**src/rtl/router_pkt_reader.sv**
```systemverilog
// router_pkt_reader: consumer end of one router output port.
// Drains packets {hdr, payload[len], parity} from the port FIFO, forwards the
// payload bytes to a sink and checks the trailing XOR parity byte.
// Optional feature: define ROUTER_RD_ERRCNT_EN to build the saturating
// parity-error counter on err_count; otherwise err_count is tied to zero.
module router_pkt_reader #(
  parameter int unsigned DATA_W   = 8,
  parameter int unsigned LEN_W    = 6,
  parameter int unsigned READ_DLY = 2
) (
  input  logic              clock,
  input  logic              resetn,
  input  logic              vld_out,
  input  logic [DATA_W-1:0] data_out,
  input  logic              soft_reset,
  input  logic              sink_ready,
  output logic              read_enb,
  output logic              byte_vld,
  output logic [DATA_W-1:0] byte_out,
  output logic              sop,
  output logic              eop,
  output logic [1:0]        pkt_addr,
  output logic [LEN_W-1:0]  pkt_len,
  output logic              pkt_done,
  output logic              pkt_err,
  output logic              pkt_abort,
  output logic [7:0]        err_count
);

  localparam int unsigned REM_W = LEN_W + 1;
  localparam int unsigned DLY_W = 5;
  localparam logic [DLY_W-1:0] DLY_LAST = DLY_W'(READ_DLY - 1);

  typedef enum logic [2:0] {
    IDLE   = 3'd0,
    RD_HDR = 3'd1,
    HDR_W  = 3'd2,
    RD_PLD = 3'd3,
    RD_PAR = 3'd4,
    CHK    = 3'd5
  } state_t;

  state_t              state;
  state_t              state_nxt;
  logic                rd_q;
  logic [DLY_W-1:0]    dly_cnt;
  logic [REM_W-1:0]    rem;
  logic [DATA_W-1:0]   par;
  logic                first_q;

  logic [LEN_W-1:0]    hdr_len_c;
  logic [1:0]          hdr_addr_c;
  logic                in_rd_c;
  logic                hdr_cap_c;
  logic                pld_smp_c;
  logic                chk_c;
  logic                abort_c;
  logic                par_ok_c;
  logic                dly_inc_c;

  assign hdr_len_c  = data_out[LEN_W+1:2];
  assign hdr_addr_c = data_out[1:0];

  // State register
  always_ff @(posedge clock) begin
    if (!resetn) state <= IDLE;
    else         state <= state_nxt;
  end

  // Next-state logic; soft_reset outside IDLE always returns to IDLE
  always_comb begin
    state_nxt = state;
    if (state != IDLE && soft_reset) begin
      state_nxt = IDLE;
    end else begin
      case (state)
        IDLE:    if (vld_out && !soft_reset && dly_cnt == DLY_LAST) state_nxt = RD_HDR;
        RD_HDR:  if (read_enb) state_nxt = HDR_W;
        HDR_W:   state_nxt = (hdr_len_c == '0) ? RD_PAR : RD_PLD;
        RD_PLD:  if (read_enb && rem == REM_W'(1)) state_nxt = RD_PAR;
        RD_PAR:  if (read_enb) state_nxt = CHK;
        CHK:     state_nxt = IDLE;
        default: state_nxt = IDLE;
      endcase
    end
  end

  // Output / control decode: FIFO strobe and per-cycle datapath enables
  always_comb begin
    in_rd_c   = 1'b0;
    read_enb  = 1'b0;
    hdr_cap_c = 1'b0;
    pld_smp_c = 1'b0;
    chk_c     = 1'b0;
    abort_c   = 1'b0;
    par_ok_c  = 1'b0;
    dly_inc_c = 1'b0;

    in_rd_c   = (state == RD_HDR) || (state == RD_PLD) || (state == RD_PAR);
    read_enb  = in_rd_c && vld_out && sink_ready && !soft_reset;
    abort_c   = (state != IDLE) && soft_reset;
    // header byte lands in HDR_W; payload bytes land in RD_PLD or on RD_PAR entry
    hdr_cap_c = (state == HDR_W) && rd_q && !soft_reset;
    pld_smp_c = ((state == RD_PLD) || (state == RD_PAR)) && rd_q && !soft_reset;
    chk_c     = (state == CHK) && !soft_reset;
    par_ok_c  = (data_out == par);
    dly_inc_c = (state == IDLE) && vld_out && !soft_reset && (state_nxt == IDLE);
  end

  // Read pipeline, delay counter, remaining count and running parity
  always_ff @(posedge clock) begin
    if (!resetn) begin
      rd_q    <= 1'b0;
      dly_cnt <= '0;
      rem     <= '0;
      par     <= '0;
      first_q <= 1'b0;
    end else begin
      rd_q <= read_enb;

      if (dly_inc_c) dly_cnt <= dly_cnt + DLY_W'(1);
      else           dly_cnt <= '0;

      if (hdr_cap_c)                        rem <= REM_W'(hdr_len_c);
      else if (state == RD_PLD && read_enb) rem <= rem - REM_W'(1);

      if (hdr_cap_c)      par <= data_out;
      else if (pld_smp_c) par <= par ^ data_out;

      if (hdr_cap_c)      first_q <= 1'b1;
      else if (pld_smp_c) first_q <= 1'b0;
    end
  end

  // Registered sink interface and packet status outputs
  always_ff @(posedge clock) begin
    if (!resetn) begin
      byte_vld  <= 1'b0;
      byte_out  <= '0;
      sop       <= 1'b0;
      eop       <= 1'b0;
      pkt_addr  <= '0;
      pkt_len   <= '0;
      pkt_done  <= 1'b0;
      pkt_err   <= 1'b0;
      pkt_abort <= 1'b0;
    end else begin
      byte_vld <= pld_smp_c;
      sop      <= pld_smp_c && first_q;
      // rem already counts past the byte being delivered, so zero marks the last one
      eop      <= pld_smp_c && (rem == '0);
      if (pld_smp_c) byte_out <= data_out;

      if (hdr_cap_c) begin
        pkt_addr <= hdr_addr_c;
        pkt_len  <= hdr_len_c;
      end

      pkt_done  <= chk_c && par_ok_c;
      pkt_err   <= chk_c && !par_ok_c;
      pkt_abort <= abort_c;
    end
  end

`ifdef ROUTER_RD_ERRCNT_EN
  // Saturating parity-error counter, cleared only by resetn
  always_ff @(posedge clock) begin
    if (!resetn) begin
      err_count <= 8'h00;
    end else if (chk_c && !par_ok_c && err_count != 8'hFF) begin
      err_count <= err_count + 8'h01;
    end
  end
`else
  assign err_count = 8'h00;
`endif

endmodule
```
**config.mk**
```make
export PLATFORM = sky130hd
export DESIGN_NAME = router_pkt_reader
export DESIGN_NICKNAME = d
export VERILOG_FILES = /design/src/rtl/router_pkt_reader.sv
export SDC_FILE = /design/constraint.sdc
export NUM_CORES = 1
export LEC_CHECK = 0
export ABC_AREA = 1
export CAP_MARGIN = 20
export CORE_MARGIN = 2
export CORE_UTILIZATION = 50
export CTS_CLUSTER_SIZE = 14
export DETAILED_ROUTE_END_ITERATION = 10
export PLACE_DENSITY = 0.78
export SYNTH_ARGS = -nofsm -noshare
export SYNTH_HDL_FRONTEND = slang
export SYNTH_SLANG_ARGS = --single-unit
```
**constraint.sdc**
```tcl
create_clock -name clock -period 3.2 [get_ports clock]
set_input_delay 0.32 -clock clock [delete_from_list [all_inputs] [get_ports clock]]
set_output_delay 0.32 -clock clock [all_outputs]
set_load 0.02 [all_outputs]
```
==> metrics <==
status completed; Final GP Congestion 0.885; sequential share of the synthesized area 42.8%; synthesized cell area 0.00220 mm2; Die X 70.3 um; Worst EP required 2.88 ns; Synth Register Bits 47; DRT Pass-1 Iters 4; initial DRC count 88; pin count of the biggest net entering global routing 22; Root Driver clkbuf_8; top layer in use met4; Routed Antenna Nets 0; Mapped Cells 294; post-layout minimum cycle time 2.14 ns; clk buf depth 2; cts bufs inserted 5; die height 70.3 um; DP HPWL 3.45 mm; yosys warns 0; CP Data Arrival Time 1.82 ns; share of post-route cells with drive strength above 1 7.58%; vias post-DR 1888; synth unique cells 32; Max FO, Critical Path 4; Core Area 0.00429 mm2; slowest stage cell on the critical path clkdlybuf4s50_1; Nets 347; Lkg Pwr 1.11 nW; final period utilization 66.9%; Worst-path clk slew 0.08 ns; gr usage total 19.7%; antenna violations before repair 0; Die ar. 0.00495 mm2; routed length on met1 2.19 mm; final setup vio count 0; CP most frequent cell clkdlybuf4s50_1; vias in the first global route 1850; row count 24; Met2 Wirelength 2.18 mm; area of the multi-input gates 0.00105 mm2; Port Buf Inserts 35; HP Start first_q$_SDFFE_PN0P_; worst clock skew 0.00532 ns; post-DR wirelength/cell 12.0 um; # resized after CTS 0; FILL cells 389; crit-path cells clkdlybuf4s50_1 -> inv_1 -> nand2_1 -> nor2_2 -> nand2_2 -> inv_2 -> clkdlybuf4s50_1; fraction of registers with async set/reset 0%; most frequent cells in the layout nand2_1 (60), dfxtp_1 (47), nor2_1 (43); CP max stage delay 0.59 ns; PD cells 395 mW/mm2; register area 941 um2; first-pass GRT wire length 7.88 mm; Total Power 1.04 mW; area grow syn2layout 20.2%; CTS tree yes; Primary FF master, synth dfxtp_1; htree depth 2; Final Hold Vio Count 0; DRC Markers 0; grt ovf 0; syn avg cell area 7.49 um2; reg-to-reg slack, setup 1.56 ns; CP top delay family buffers and inverters; Max Clock Freq 467 MHz; Clock Sinks 47; worst hold path type reg2reg; setup TNS 0 ns; IO Pins 44; CP endpoint kind primary output; RSZ-0062 raised after global routing no; clk_lat worst skew 0.29 ns; Vias/cell 4.94; crit path kind in2out; Pins Over Slew Limit 0; leading cell type in the layout, fill and taps excluded nand2_1; hold buffer count at CTS 0; Peak VDD IR 0.000266 V; RR Startpoint state[0]$_SDFF_PN0_; Critical path buffers and inverters 4; Starting Density 51.3%; routed wire length 4.58 mm; postcts setup bufs 0; EDFF count, synth 0; Worst setup SP type input pin; WL met3 168 um; MaxCap Viol Count 0; antenna fix cells 0; Critical Path Start soft_reset
## through the flow
step / instances / area, um2 / hold WS, ns / utilization [%] / setup WS (ns)
2_1_floorplan: 301 / 2230 / 0.433 / - / 1.99
3_3_place_gp: 374 / 2540 / 0.442 / 59.3 / 1.09
3_5_place_dp: 374 / 2540 / 0.454 / 59.3 / 1.06
4_1_cts: 382 / 2650 / 0.466 / 61.6 / 1.05
5_1_grt: 382 / 2650 / 0.474 / 61.6 / 0.915
6_report: 382 / 2650 / 0.461 / 61.6 / 1.06
## report_power, final
part | internal [mW] | leakage [nW] | switching, mW
registers | 0.587 | 0.379 | 0.00271
logic | 0.0274 | 0.677 | 0.0446
clock network | 0.197 | 0.0515 | 0.185
## worst min-delay path, cell delays in order (launching register included)
cell and delay, ns:
dfxtp_1 0.30, inv_1 0.07, nor2_1 0.05
## final timing paths
kind,endpoint,cells past startpoint
setup / recovery,read_enb,7
hold / removal,sop$_SDFF_PN0_,2
setup reg to reg,par[6]$_SDFFE_PN0P_,8
hold reg to reg,sop$_SDFF_PN0_,2
## registers in the layout, indices dropped and copies added (netlist names)
register and cells:
pkt_done 1, pkt_abort 1, first_q 1, sop 1, pkt_err 1, eop 1, byte_vld 1, state 3
pkt_addr 2, rd_q 1, pkt_len 6, rem 7, byte_out 8, par 8, dly_cnt 5
## synth_stat cells (2+ instances only)
cell type | count | area [um2]
buf_6 | 2 | 22.5
xnor2_1 | 9 | 78.8
inv_1 | 30 | 113
inv_2 | 4 | 15.0
nand3_1 | 14 | 70.1
nor2_1 | 43 | 161
ha_1 | 5 | 62.6
nor2_2 | 2 | 12.5
clkbuf_1 | 3 | 11.3
dfxtp_1 | 47 | 941
o21ai_0 | 9 | 45.0
buf_4 | 10 | 75.1
a31oi_1 | 2 | 12.5
o21a_1 | 3 | 22.5
nand3_2 | 3 | 30.0
nor3_1 | 5 | 25.0
xor2_1 | 5 | 43.8
nand2_1 | 60 | 225
nand2_2 | 3 | 18.8
nand4_1 | 4 | 25.0
o211ai_1 | 5 | 37.5
a21oi_1 | 16 | 80.1
## cell type report
| cell class | instances | share of cell area, % |
|---|---|---|
| Multi-Input combinational cell | 204 | 39.5 |
| Inverter | 34 | 4.82 |
| Sequential cell | 47 | 35.6 |
| Tap cell | 52 | 2.46 |
| Clock buffer | 8 | 3.78 |
| Timing Repair Buffer | 37 | 13.8 |
## logic make-up (layout without fill, tap and decap cells)
group,after synthesis,after routing,synth area share (%)
xor+xnor,14,14,5.57
fa+ha+maj,5,5,2.84
compound gates,39,39,10.6
simple gates,138,138,27.2
buf+inv,50,79,10.9
other cells,1,8,0.170
flops,47,47,42.8
## layer usage
metal	track usage [%]	vias to the layer above
met2	34.2	40
met3	4.47	5
met5	0	-
met1	24.6	860
li1	-	983
met4	5.13	0
No activity file was read; power rests on OpenSTA's default activity.
